File: src/rtl/fmac_exp_align.sv
// FMAC exponent alignment: bias removal, operand swap, iterative sticky shift.
// FMAC_ALIGN_FASTSAT_EN: shifts past the mantissa width complete in one cycle.
module fmac_exp_align #(
  parameter int EXP_W  = 8,
  parameter int BIAS   = 127,
  parameter int AMAN_W = 24,
  parameter int PMAN_W = 48,
  parameter int STEP   = 4
) (
  input  logic              clk,
  input  logic              rst_n,
  input  logic              in_valid,
  output logic              in_ready,
  input  logic [EXP_W:0]    prod_exp,
  input  logic [PMAN_W-1:0] prod_man,
  input  logic [EXP_W-1:0]  add_exp,
  input  logic [AMAN_W-1:0] add_man,
  output logic              out_valid,
  input  logic              out_ready,
  output logic [EXP_W+1:0]  exp_out,
  output logic [PMAN_W-1:0] big_man,
  output logic [PMAN_W-1:0] small_man,
  output logic              sticky,
  output logic              swapped
);

  localparam int EW = EXP_W + 2;
  localparam logic [EW-1:0] STEPL = EW'(STEP);
  localparam logic [PMAN_W-1:0] ONE = PMAN_W'(1);

  typedef enum logic [1:0] {
    IDLE,
    SHIFT,
    DONE
  } state_t;

  state_t state;
  logic [EW-1:0] count;

  logic signed [EW-1:0] pe;
  logic signed [EW-1:0] d;
  logic              zero_add;
  logic              neg;
  logic [EW-1:0]     mag;
  logic [PMAN_W-1:0] ext_add;
  logic [PMAN_W-1:0] sel_small;
  logic [PMAN_W-1:0] sel_big;
  logic [EW-1:0]     sel_exp;
  logic              sat;
  logic [EW-1:0]     s;
  logic [PMAN_W-1:0] mask;
  logic              lost;

  assign pe = $signed({1'b0, prod_exp}) - $signed(EW'(BIAS));
  assign d  = pe - $signed({2'b00, add_exp});
  assign zero_add = (add_man == '0);
  assign neg = d[EW-1] & ~zero_add;
  assign mag = zero_add ? '0 : (neg ? -d : d);

  // Addend hidden bit lands on product bit PMAN_W-2
  assign ext_add = {1'b0, add_man, {(PMAN_W-1-AMAN_W){1'b0}}};

  assign sel_small = zero_add ? '0 : (neg ? prod_man : ext_add);
  assign sel_big   = neg ? ext_add : prod_man;
  assign sel_exp   = neg ? {2'b00, add_exp} : pe;

`ifdef FMAC_ALIGN_FASTSAT_EN
  localparam logic [EW-1:0] SATL = EW'(PMAN_W + 1);
  assign sat = (mag >= SATL);
`else
  assign sat = 1'b0;
`endif

  assign s    = (count < STEPL) ? count : STEPL;
  assign mask = (ONE << s) - ONE;
  assign lost = |(small_man & mask);

  always_ff @(posedge clk or negedge rst_n) begin
    if (!rst_n) begin
      state     <= IDLE;
      count     <= '0;
      in_ready  <= 1'b0;
      out_valid <= 1'b0;
      exp_out   <= '0;
      big_man   <= '0;
      small_man <= '0;
      sticky    <= 1'b0;
      swapped   <= 1'b0;
    end else begin
      unique case (state)
        IDLE: begin
          in_ready <= 1'b1;
          if (in_valid && in_ready) begin
            in_ready  <= 1'b0;
            exp_out   <= sel_exp;
            big_man   <= sel_big;
            swapped   <= neg;
            small_man <= sel_small;
            sticky    <= 1'b0;
            count     <= mag;
            if (mag == '0) begin
              state     <= DONE;
              out_valid <= 1'b1;
            end else if (sat) begin
              small_man <= '0;
              sticky    <= |sel_small;
              count     <= '0;
              state     <= DONE;
              out_valid <= 1'b1;
            end else begin
              state <= SHIFT;
            end
          end
        end
        SHIFT: begin
          small_man <= small_man >> s;
          sticky    <= sticky | lost;
          count     <= count - s;
          if (count == s) begin
            state     <= DONE;
            out_valid <= 1'b1;
          end
        end
        DONE: begin
          if (out_ready) begin
            out_valid <= 1'b0;
            in_ready  <= 1'b1;
            state     <= IDLE;
          end
        end
        default: state <= IDLE;
      endcase
    end
  end

endmodule
File: config.mk
export PLATFORM = sky130hd
export DESIGN_NAME = fmac_exp_align
export DESIGN_NICKNAME = d
export VERILOG_FILES = /design/src/rtl/fmac_exp_align.sv
export SDC_FILE = /design/constraint.sdc
export NUM_CORES = 1
export LEC_CHECK = 0
export BUFFER_PORTS_ARGS = -buffer_cell sky130_fd_sc_hd__buf_2
export CAP_MARGIN = 20
export CORE_ASPECT_RATIO = 1.2
export CORE_UTILIZATION = 46
export CTS_CLUSTER_DIAMETER = 40
export DETAILED_ROUTE_END_ITERATION = 6
export GPL_TIMING_DRIVEN = 0
export PLACE_DENSITY = 0.73
export SYNTH_ARGS = -nofsm -noshare
export SYNTH_HDL_FRONTEND = slang
export SYNTH_SLANG_ARGS = --single-unit
File: constraint.sdc
create_clock -name clk -period 6 [get_ports clk]
set_input_delay 0.6 -clock clk [delete_from_list [all_inputs] [get_ports clk]]
set_output_delay 0.6 -clock clk [all_outputs]
set_load 0.05 [all_outputs]
==> impl_metrics.tcl <==
set metrics [dict create \
    grt_max_degree 66 \
    route.detailed.wl_per_inst_um 19.0 \
    syn_inst 1011 \
    ys_dominant_reg_cell "dfrtp_1" \
    antenna_cells 0 \
    first_iter_violations 767 \
    crit_path_start_kind "input pin" \
    place_hpwl_um 20800 \
    cts_max_level 4 \
    critPathCaptureType "flip-flop" \
    critPathKind "input pin to flip-flop" \
    drtPass1Iterations 5 \
    ys_seq_area_share_pct 36.9 \
    synthArstFlopShare_pct 100 \
    report.final.slew_viol_count 0 \
    clk_pin_slew_ps 60 \
    clockBufferDepth 2 \
    outcome "completed" \
    synth_seq_cells 122 \
    start_util_pct 47.1 \
    first_global_vias 8208 \
    core_um2 17600 \
    power_density_nw_per_um2 647 \
    crit_top_cell "buf_2" \
    tightest_slew_ps 753 \
    setup_viol 0 \
    required_ps 6280 \
    fin_crit_ps 3900 \
    crit_fanout 10 \
    maxCapViolCount 0 \
    p_total_w 0.00662 \
    grt_antenna_before_repair 0 \
    crit_slowest_cell "a2111o_1" \
    hold_buffers 0 \
    dieArea_um2 18500 \
    cts_resized 0 \
    setup_tns_ps 0 \
    syn_to_final_growth_pct 23.6 \
    worstPathArrival_ps 4170 \
    cts_tree "done" \
    vias 8771 \
    gp_congestion 0.935 \
    drc 0 \
    port_buffers 202 \
    drive_gt1_share_pct 23.4 \
    vdd_drop_max_mv 0.338 \
    synth-edff-count 0 \
    fp.dieW_um 124 \
    cts.sinks 122 \
    path_cells "buf_2, ha_1, and3_1, xor2_1, ha_1, a21o_1, a2111o_1, nor3_2, a2bb2oi_2, nand2b_1, buf_2, buf_4, buf_2, nor2_1, a211oi_1, a21oi_1" \
    final_util_pct 58.2 \
    cpPeakStageDelay_ps 420 \
    grt-ovfl-total 0 \
    grtUsageTotal_pct 29.9 \
    post-cts-setup-buffer-count 0 \
    skew_ps 7.99 \
    cts_buffers 17 \
    dp_cells 1434 \
    io-pin-count 203 \
    hp-class "input pin to async pin" \
    period_share_pct 64.9 \
    yosysUniqueCellTypes 61 \
    finalNonFillerCells 1466 \
    synth_area_leader_cell "dfrtp_1" \
    wl_um 27900 \
    row_count 53 \
    rsz0062_at_grt "no" \
    max_slew_margin_pct 49.8 \
    finalNetCount 1339 \
    leakagePower_nw 4.64 \
    critPathTopFamily "compound AO/OA/AOI/OAI gates" \
    yosys-top-cells-area "dfrtp_1 37%, nand2_1 10%, a211oi_1 6.1%" \
    viasPerCell 5.98 \
    timing_hold_violations_final 0 \
    cts_root_buf "clkbuf_16" \
    yosys_warnings 0 \
    grt_pass1_wl_um 43800 \
    synth_top_area_share_pct 36.9 \
    critPathBufInv 4 \
    fmax_mhz 257 \
    postRouteAntennaNets 0 \
    netlist_area_um2 8270 \
    clock_latency_ps 420 \
    die_y_um 149 \
    synth_fp_nets 1117 \
    avgSynthCellArea_um2 8.18 \
]
## stage by stage
step | hold WS [ps] | worst slack (ps) | instance area, um2
2_1_floorplan | 304 | 2490 | 8270
3_3_place_gp | 457 | 1780 | 9560
3_5_place_dp | 463 | 1720 | 9590
4_1_cts | 172 | 2160 | 10200
5_1_grt | 188 | 1840 | 10200
6_report | 145 | 2100 | 10200
## registers in the layout, summed over array words and instances, names as in the netlist
name       count
in_ready       1
out_valid      1
state          2
big_man       48
count         10
small_man     48
exp_out       10
sticky         1
swapped        1
## final cells by class
cell class | instances | area, um2
Sequential cell | 122 | 3050
Tap cell | 220 | 275
Buffer | 83 | 368
Fill cell | 1632 | 7350
Timing Repair Buffer | 203 | 1040
Clock buffer | 18 | 439
Multi-Input combinational cell | 791 | 4790
Clock inverter | 14 | 194
Inverter | 15 | 56.3
## cells in the final DEF (no fill, tap or decap), types with 24 or more instances in the layout
cell type  synthesis  final
a211oi_1          67     67
a21oi_1           89     89
a31oi_1           53     53
buf_2             18    219
clkbuf_1          55     55
dfrtp_1          122    122
mux2i_1           24     24
nand2_1          225    225
nor2_1            80     80
o21ai_0           49     49
## final timing paths
| kind | from | to | slack [ps] | depth (start not counted) |
|---|---|---|---|---|
| worst min register to register | exp_out[8] | exp_out[8] | 470 | 2 |
| min in group clk | prod_man[38] | big_man[38] | 430 | 3 |
| max in group asynchronous | rst_n | big_man[33] | 5120 | 2 |
| worst max-delay path | prod_exp[0] | small_man[19] | 2100 | 16 |
| worst min-delay path | rst_n | big_man[8] | 150 | 1 |
| worst max register to register | count[5] | count[6] | 2220 | 12 |
## report_power, final
part	internal (W)	switching (W)	leakage (nW)	total, W
Combinational	0.00111	0.00269	2.88	0.00380
Clock	0.000708	0.000406	0.307	0.00111
Sequential	0.00124	0.000461	1.45	0.00170
Total	0.00306	0.00356	4.64	0.00662
## cells by family (layout without fill, tap and decap cells)
kind of cell	count (synthesis)	after routing	synth area share, %
flops	122	122	36.9
other cells	1	1	0.0453
fa+ha+maj	13	13	2.06
simple gates	397	397	20.9
buf+inv	98	333	5.13
compound gates	308	308	23.4
mux	48	48	9.03
xor+xnor	24	24	2.54
## cells in the mapped netlist (4+ instances only)
master      n
nand2_1   225
dfrtp_1   122
a21oi_1    89
nor2_1     80
a211oi_1   67
clkbuf_1   55
a31oi_1    53
o21ai_0    49
mux2i_1    24
mux4_2     21
nor2b_1    21
buf_2      18
nand3_1    17
inv_1      15
xnor2_1    14
ha_1       12
nor4_1     11
o211ai_1   11
xor2_1     10
nand2b_1    8
nor3_1      8
and3_1      6
buf_1       5
o21ai_1     5
a21o_1      4
buf_6       4
or3_1       4
or4_1       4
## layer usage
metal | vias to the layer above | part of all wire (%) | routed length [um] | GRT usage (%)
li1 | 4104 | - | - | -
met1 | 4124 | 41 | 11500 | 38.9
met2 | 476 | 48 | 13300 | 48.6
met3 | 67 | 8.0 | 2240 | 6.38
met4 | 0 | 3.2 | 899 | 12.0
met5 | - | 0 | 0 | 0
Note: power is estimated with default switching activity, not from simulation.
